### src/rtl/param_data_memory.sv
`timescale 1ns/1ps
// Parametrised single-port data memory with a valid/ready request handshake,
// one response pulse per request and a post-reset zero-fill sweep.
module param_data_memory #(
    parameter int DATA_W     = 8,
    parameter int ADDR_W     = 8,
    parameter int DEPTH      = 256,
    parameter int RD_LATENCY = 1,
    parameter int INIT_ZERO  = 1
) (
    input  logic              clk,
    input  logic              rst,
    input  logic              req_valid,
    output logic              req_ready,
    input  logic              req_write,
    input  logic [ADDR_W-1:0] req_addr,
    input  logic [DATA_W-1:0] req_wdata,
    output logic              rsp_valid,
    output logic [DATA_W-1:0] rsp_rdata,
    output logic              rsp_err,
    output logic              init_done
);

    localparam int IDX_W = (DEPTH > 1) ? $clog2(DEPTH) : 1;
    localparam int LAT_W = (RD_LATENCY > 1) ? $clog2(RD_LATENCY) : 1;

    localparam logic [1:0] ST_INIT = 2'd0;
    localparam logic [1:0] ST_IDLE = 2'd1;
    localparam logic [1:0] ST_BUSY = 2'd2;

    localparam logic [ADDR_W:0]   DEPTH_EXT = (ADDR_W + 1)'(DEPTH);
    localparam logic [ADDR_W-1:0] LAST_ADDR = ADDR_W'(DEPTH - 1);
    localparam logic [LAT_W-1:0]  RD_LOAD   = LAT_W'(RD_LATENCY - 1);

    logic [DATA_W-1:0] mem [DEPTH];

    logic [1:0]        state;
    logic [ADDR_W-1:0] init_cnt;
    logic [LAT_W-1:0]  lat_cnt;
    logic              pend_write;
    logic              pend_err;
    logic [DATA_W-1:0] rd_sample;

    logic              accept;
    logic              in_range;
    logic [IDX_W-1:0]  req_idx;
    logic              mem_we;
    logic [IDX_W-1:0]  mem_waddr;
    logic [DATA_W-1:0] mem_wdata;

    assign req_ready = (state == ST_IDLE);
    assign accept    = req_valid && req_ready;
    assign in_range  = ({1'b0, req_addr} < DEPTH_EXT);
    assign req_idx   = req_addr[IDX_W-1:0];

    // The sweep and user writes share the single write port; they never overlap
    // because requests are only accepted once the sweep has finished.
    always_comb begin
        mem_we    = 1'b0;
        mem_waddr = req_idx;
        mem_wdata = req_wdata;
        if (state == ST_INIT) begin
            if (INIT_ZERO != 0) begin
                mem_we    = 1'b1;
                mem_waddr = init_cnt[IDX_W-1:0];
                mem_wdata = '0;
            end
        end else if (accept && req_write && in_range) begin
            mem_we = 1'b1;
        end
    end

    always_ff @(posedge clk) begin
        if (mem_we) begin
            mem[mem_waddr] <= mem_wdata;
        end
        if (accept && !req_write) begin
            rd_sample <= in_range ? mem[req_idx] : '0;
        end
    end

    // Control path: reset drops any pending response and restarts the sweep.
    always_ff @(posedge clk or negedge rst) begin
        if (!rst) begin
            state      <= ST_INIT;
            init_cnt   <= '0;
            lat_cnt    <= '0;
            pend_write <= 1'b0;
            pend_err   <= 1'b0;
            rsp_valid  <= 1'b0;
            rsp_rdata  <= '0;
            rsp_err    <= 1'b0;
            init_done  <= 1'b0;
        end else begin
            rsp_valid <= 1'b0;
            rsp_err   <= 1'b0;
            case (state)
                ST_INIT: begin
                    if ((INIT_ZERO == 0) || (init_cnt == LAST_ADDR)) begin
                        state     <= ST_IDLE;
                        init_done <= 1'b1;
                    end else begin
                        init_cnt <= init_cnt + ADDR_W'(1);
                    end
                end
                ST_IDLE: begin
                    if (req_valid) begin
                        state      <= ST_BUSY;
                        pend_write <= req_write;
                        pend_err   <= !in_range;
                        lat_cnt    <= req_write ? '0 : RD_LOAD;
                    end
                end
                ST_BUSY: begin
                    if (lat_cnt == '0) begin
                        state     <= ST_IDLE;
                        rsp_valid <= 1'b1;
                        rsp_err   <= pend_err;
                        if (!pend_write) begin
                            rsp_rdata <= rd_sample;
                        end
                    end else begin
                        lat_cnt <= lat_cnt - LAT_W'(1);
                    end
                end
                default: begin
                    state <= ST_INIT;
                end
            endcase
        end
    end

endmodule

### config.mk
export PLATFORM = sky130hd
export DESIGN_NAME = param_data_memory
export DESIGN_NICKNAME = d
export VERILOG_FILES = /design/src/rtl/param_data_memory.sv
export SDC_FILE = /design/constraint.sdc
export NUM_CORES = 2
export LEC_CHECK = 0
export BUFFER_PORTS_ARGS = -buffer_cell sky130_fd_sc_hd__buf_4
export CAP_MARGIN = 20
export CORE_MARGIN = 4
export CORE_UTILIZATION = 55
export CTS_CLUSTER_DIAMETER = 120
export DETAILED_ROUTE_END_ITERATION = 8
export GPL_TIMING_DRIVEN = 1
export PLACE_DENSITY = 0.71
export SKIP_CTS_REPAIR_TIMING = 1
export SLEW_MARGIN = 25
export SYNTH_ARGS = -nofsm -noshare
export SYNTH_HDL_FRONTEND = slang
export SYNTH_SLANG_ARGS = --single-unit
### constraint.sdc
create_clock -name clk -period 10 [get_ports clk]
set_input_delay 1 -clock clk [delete_from_list [all_inputs] [get_ports clk]]
set_output_delay 1 -clock clk [all_outputs]
set_load 0.1 [all_outputs]
==> flow_summary.ini <==
[critical_path]
start_kind = input pin
worstSetupEndpointType = flop
crit_arrival_ns = 4.97
critPathKind = input pin to flop
cp.required_ns = 10.53
crit_fanout = 78

[logic_synthesis]
synth_area_leaders = edfxtp_1 77%, mux4_2 12%, mux2i_1 1.8%, a22oi_1 1.4%, nor2_1 1.4%
async_flop_share_pct = 1.01
ys_dominant_reg_cell = edfxtp_1
yosys_warnings = 0
synth-edff-count = 2056
synth_area_sq_mm = 0.0805
yosysSeqAreaShare_pct = 77.3
ys_types = 53
synth.avg_cell_area_sq_um = 20.8
syn-num-nets = 3898
netlist.top_cell.by_area = edfxtp_1
synth_top_area_share_pct = 76.7
synth_cells = 3877
synth-seq-cells = 2077

[timing]
fin_crit_sh_pct = 44.4
finalMaxSlewViolations = 0
worstMarginPinSlew_ns = 1.06
timing.slew.headroom_pct = 29.0
setup-tns-final_ns = 0
fmax_mhz = 225
skew_ns = 0.0398
rsz0062_at_grt = false
setup_viol = 0
finalHoldViolations = 0
fin_crit_ns = 4.44
layout_setup_ws_ns = 5.56

[global_route]
grt_pass1_vias = 39300
antenna_found_initial = 9
overflow = 0
grt.total_usage_pct = 25.4
grt_pass1_wl_um = 279000
grt_max_degree = 213

[outcome]
outcome = completed

[drt]
wl_per_cell_um = 31.8
drt_first_pass_iters = 6
wl_um = 191000
postRouteAntennaNets = 0
drt_iter0_drc = 5828
num_vias = 39700
drc = 0
routed_via_density = 6.60

[job]
cap_violations = 0

[finish]
drive_gt1_share_pct = 21.0
area_delta_synth_final_pct = 10.1
mostFrequentLayoutCells = 2056 x edfxtp_1, 433 x mux4_2, 287 x nor2_1, 198 x clkbuf_16, 150 x a22oi_1
multi_input_area_sq_mm = 0.0170
regArea_sq_mm = 0.0623
fin_nets = 3967
final_cells = 6017
final_common_cell = edfxtp_1
n_fill_cell = 9857

[power_and_ir_drop]
vdd_ir_drop_max_v = 0.000189
leakagePower_nw = 22.5
p_per_area_mw_per_mm2 = 191
fin_total_pwr_mw = 17.0

[floorplanning]
dieArea_sq_mm = 0.153
core-area_sq_mm = 0.146
rows = 140
die_h_um = 391
die-width_um = 391
initial_core_util_pct = 55.3
ios = 32

[min_path]
hp-class = input pin to asynchronous set/reset pin

[clock_network]
clk_pin_slew_worst_paths_ns = 0.06
clock_sinks = 2077
numCtsBuffers = 196
cts_root_buffer = clkbuf_16
cts_buffer_depth = 3
htree_num_levels = 4
cts_tree = done
clock_latency_ns = 0.83

[placed_design]
pre_cts_ws_ns = 4.78
portBuffers = 30
placedCellCount = 5662
place.gp.congestion = 0.835
post-dp-hpwl_um = 113000
## flip-flops by register name, summed over array words and instances (netlist names)
signal,cells
state,2
rd_sample,8
rsp_valid,1
init_cnt,8
rsp_rdata,8
mem,2048
init_done,1
pend_write,1
## kinds of logic (layout without fill, tap and decap cells)
logic type               after synthesis  count (layout)  share of synthesized area [%]
XOR/XNOR                               6               6                         0.0653
adder cells (fa/ha/maj)                1               1                         0.0155
flip-flops                          2077            2077                           77.3
multiplexers                         603             603                           14.3
AND/OR/NAND/NOR                      518             518                           2.88
buffers and inverters                237             457                           1.70
other                                  1               4                        0.00466
AO/OA/AOI/OAI                        434             434                           3.74
## worst max-delay path, stage by stage
cell	delay [ns]
buf_8	0.55
buf_4	0.65
buf_12	0.46
mux4_2	0.60
a22oi_1	0.25
a21oi_1	0.18
nor4_1	0.86
nor4b_1	0.13
## layer usage
metal  track usage, %  up-vias  wire length (um)
li1                 -    16300                 -
met1             37.2    20900             74200
met2             38.8     2229             90600
met3             5.59      341             20700
met4             7.87        4              5890
met5                0        -                24
## synthesized netlist by cell type, drive strengths merged (2+ instances only)
cell     number
edfxtp     2056
buf         130
o31ai         9
xnor2         5
nand3        28
nand2b       10
clkbuf      105
a311o         4
nor2b        20
and2         13
a22o         12
o221ai       46
or3           5
nand3b       11
mux2         29
dfrtp        21
or2          12
o21ai        41
a21oi        76
nor4         25
nor2        292
a221oi        6
mux2i       141
a2111oi       6
o22ai        46
a211oi       32
and3          2
nor3b         2
a211o         2
inv           2
a22oi       150
nand2        74
and3b         3
mux4        433
or3b          2
nor3         11
or4           2
nor4b         6
## layout make-up
type / count / area share [%]
antenna: 3 / 0.00847
clock buffer: 246 / 5.84
clock inverter: 103 / 0.989
inverter: 2 / 0.00847
multi-input combinational: 1563 / 19.2
sequential: 2077 / 70.2
tap: 1917 / 2.70
timing repair buffer: 106 / 1.07
## metrics by stage
step / instance area [sq um] / utilization [%] / hold slack (ns)
2_1_floorplan: 80500 / - / 0.454
3_3_place_gp: 82500 / 56.7 / 0.491
3_5_place_dp: 82500 / 56.7 / 0.501
4_1_cts: 88600 / 60.9 / 0.0337
5_1_grt: 88700 / 60.9 / 0.0628
6_report: 88700 / 60.9 / 0.0764
## where the power goes
group / internal [mW] / switching, mW
combinational: 0.157 / 0.307
clock: 3.96 / 3.13
sequential: 9.42 / 0
## final timing paths
| kind | startpoint | end | slack [ns] | depth (start not counted) |
|---|---|---|---|---|
| setup / recovery | req_addr[0] | rd_sample[1]$_DFFE_PP_ | 5.56 | 8 |
| hold / removal | rst | rsp_rdata[5]$_DFFE_PN0P_ | 0.08 | 1 |
| setup reg to reg | state[1]$_DFFE_PN0P_ | mem[196][7]$_DFFE_PP_ | 6.06 | 5 |
| hold reg to reg | rsp_rdata[7]$_DFFE_PN0P_ | rsp_rdata[7]$_DFFE_PN0P_ | 0.51 | 1 |
| max in group asynchronous | rst | init_cnt[0]$_DFFE_PN0P_ | 9.65 | 1 |
| min in group clk | req_write | pend_write$_DFFE_PN0N_ | 0.47 | 2 |
Note: power is estimated with default switching activity, not from simulation.
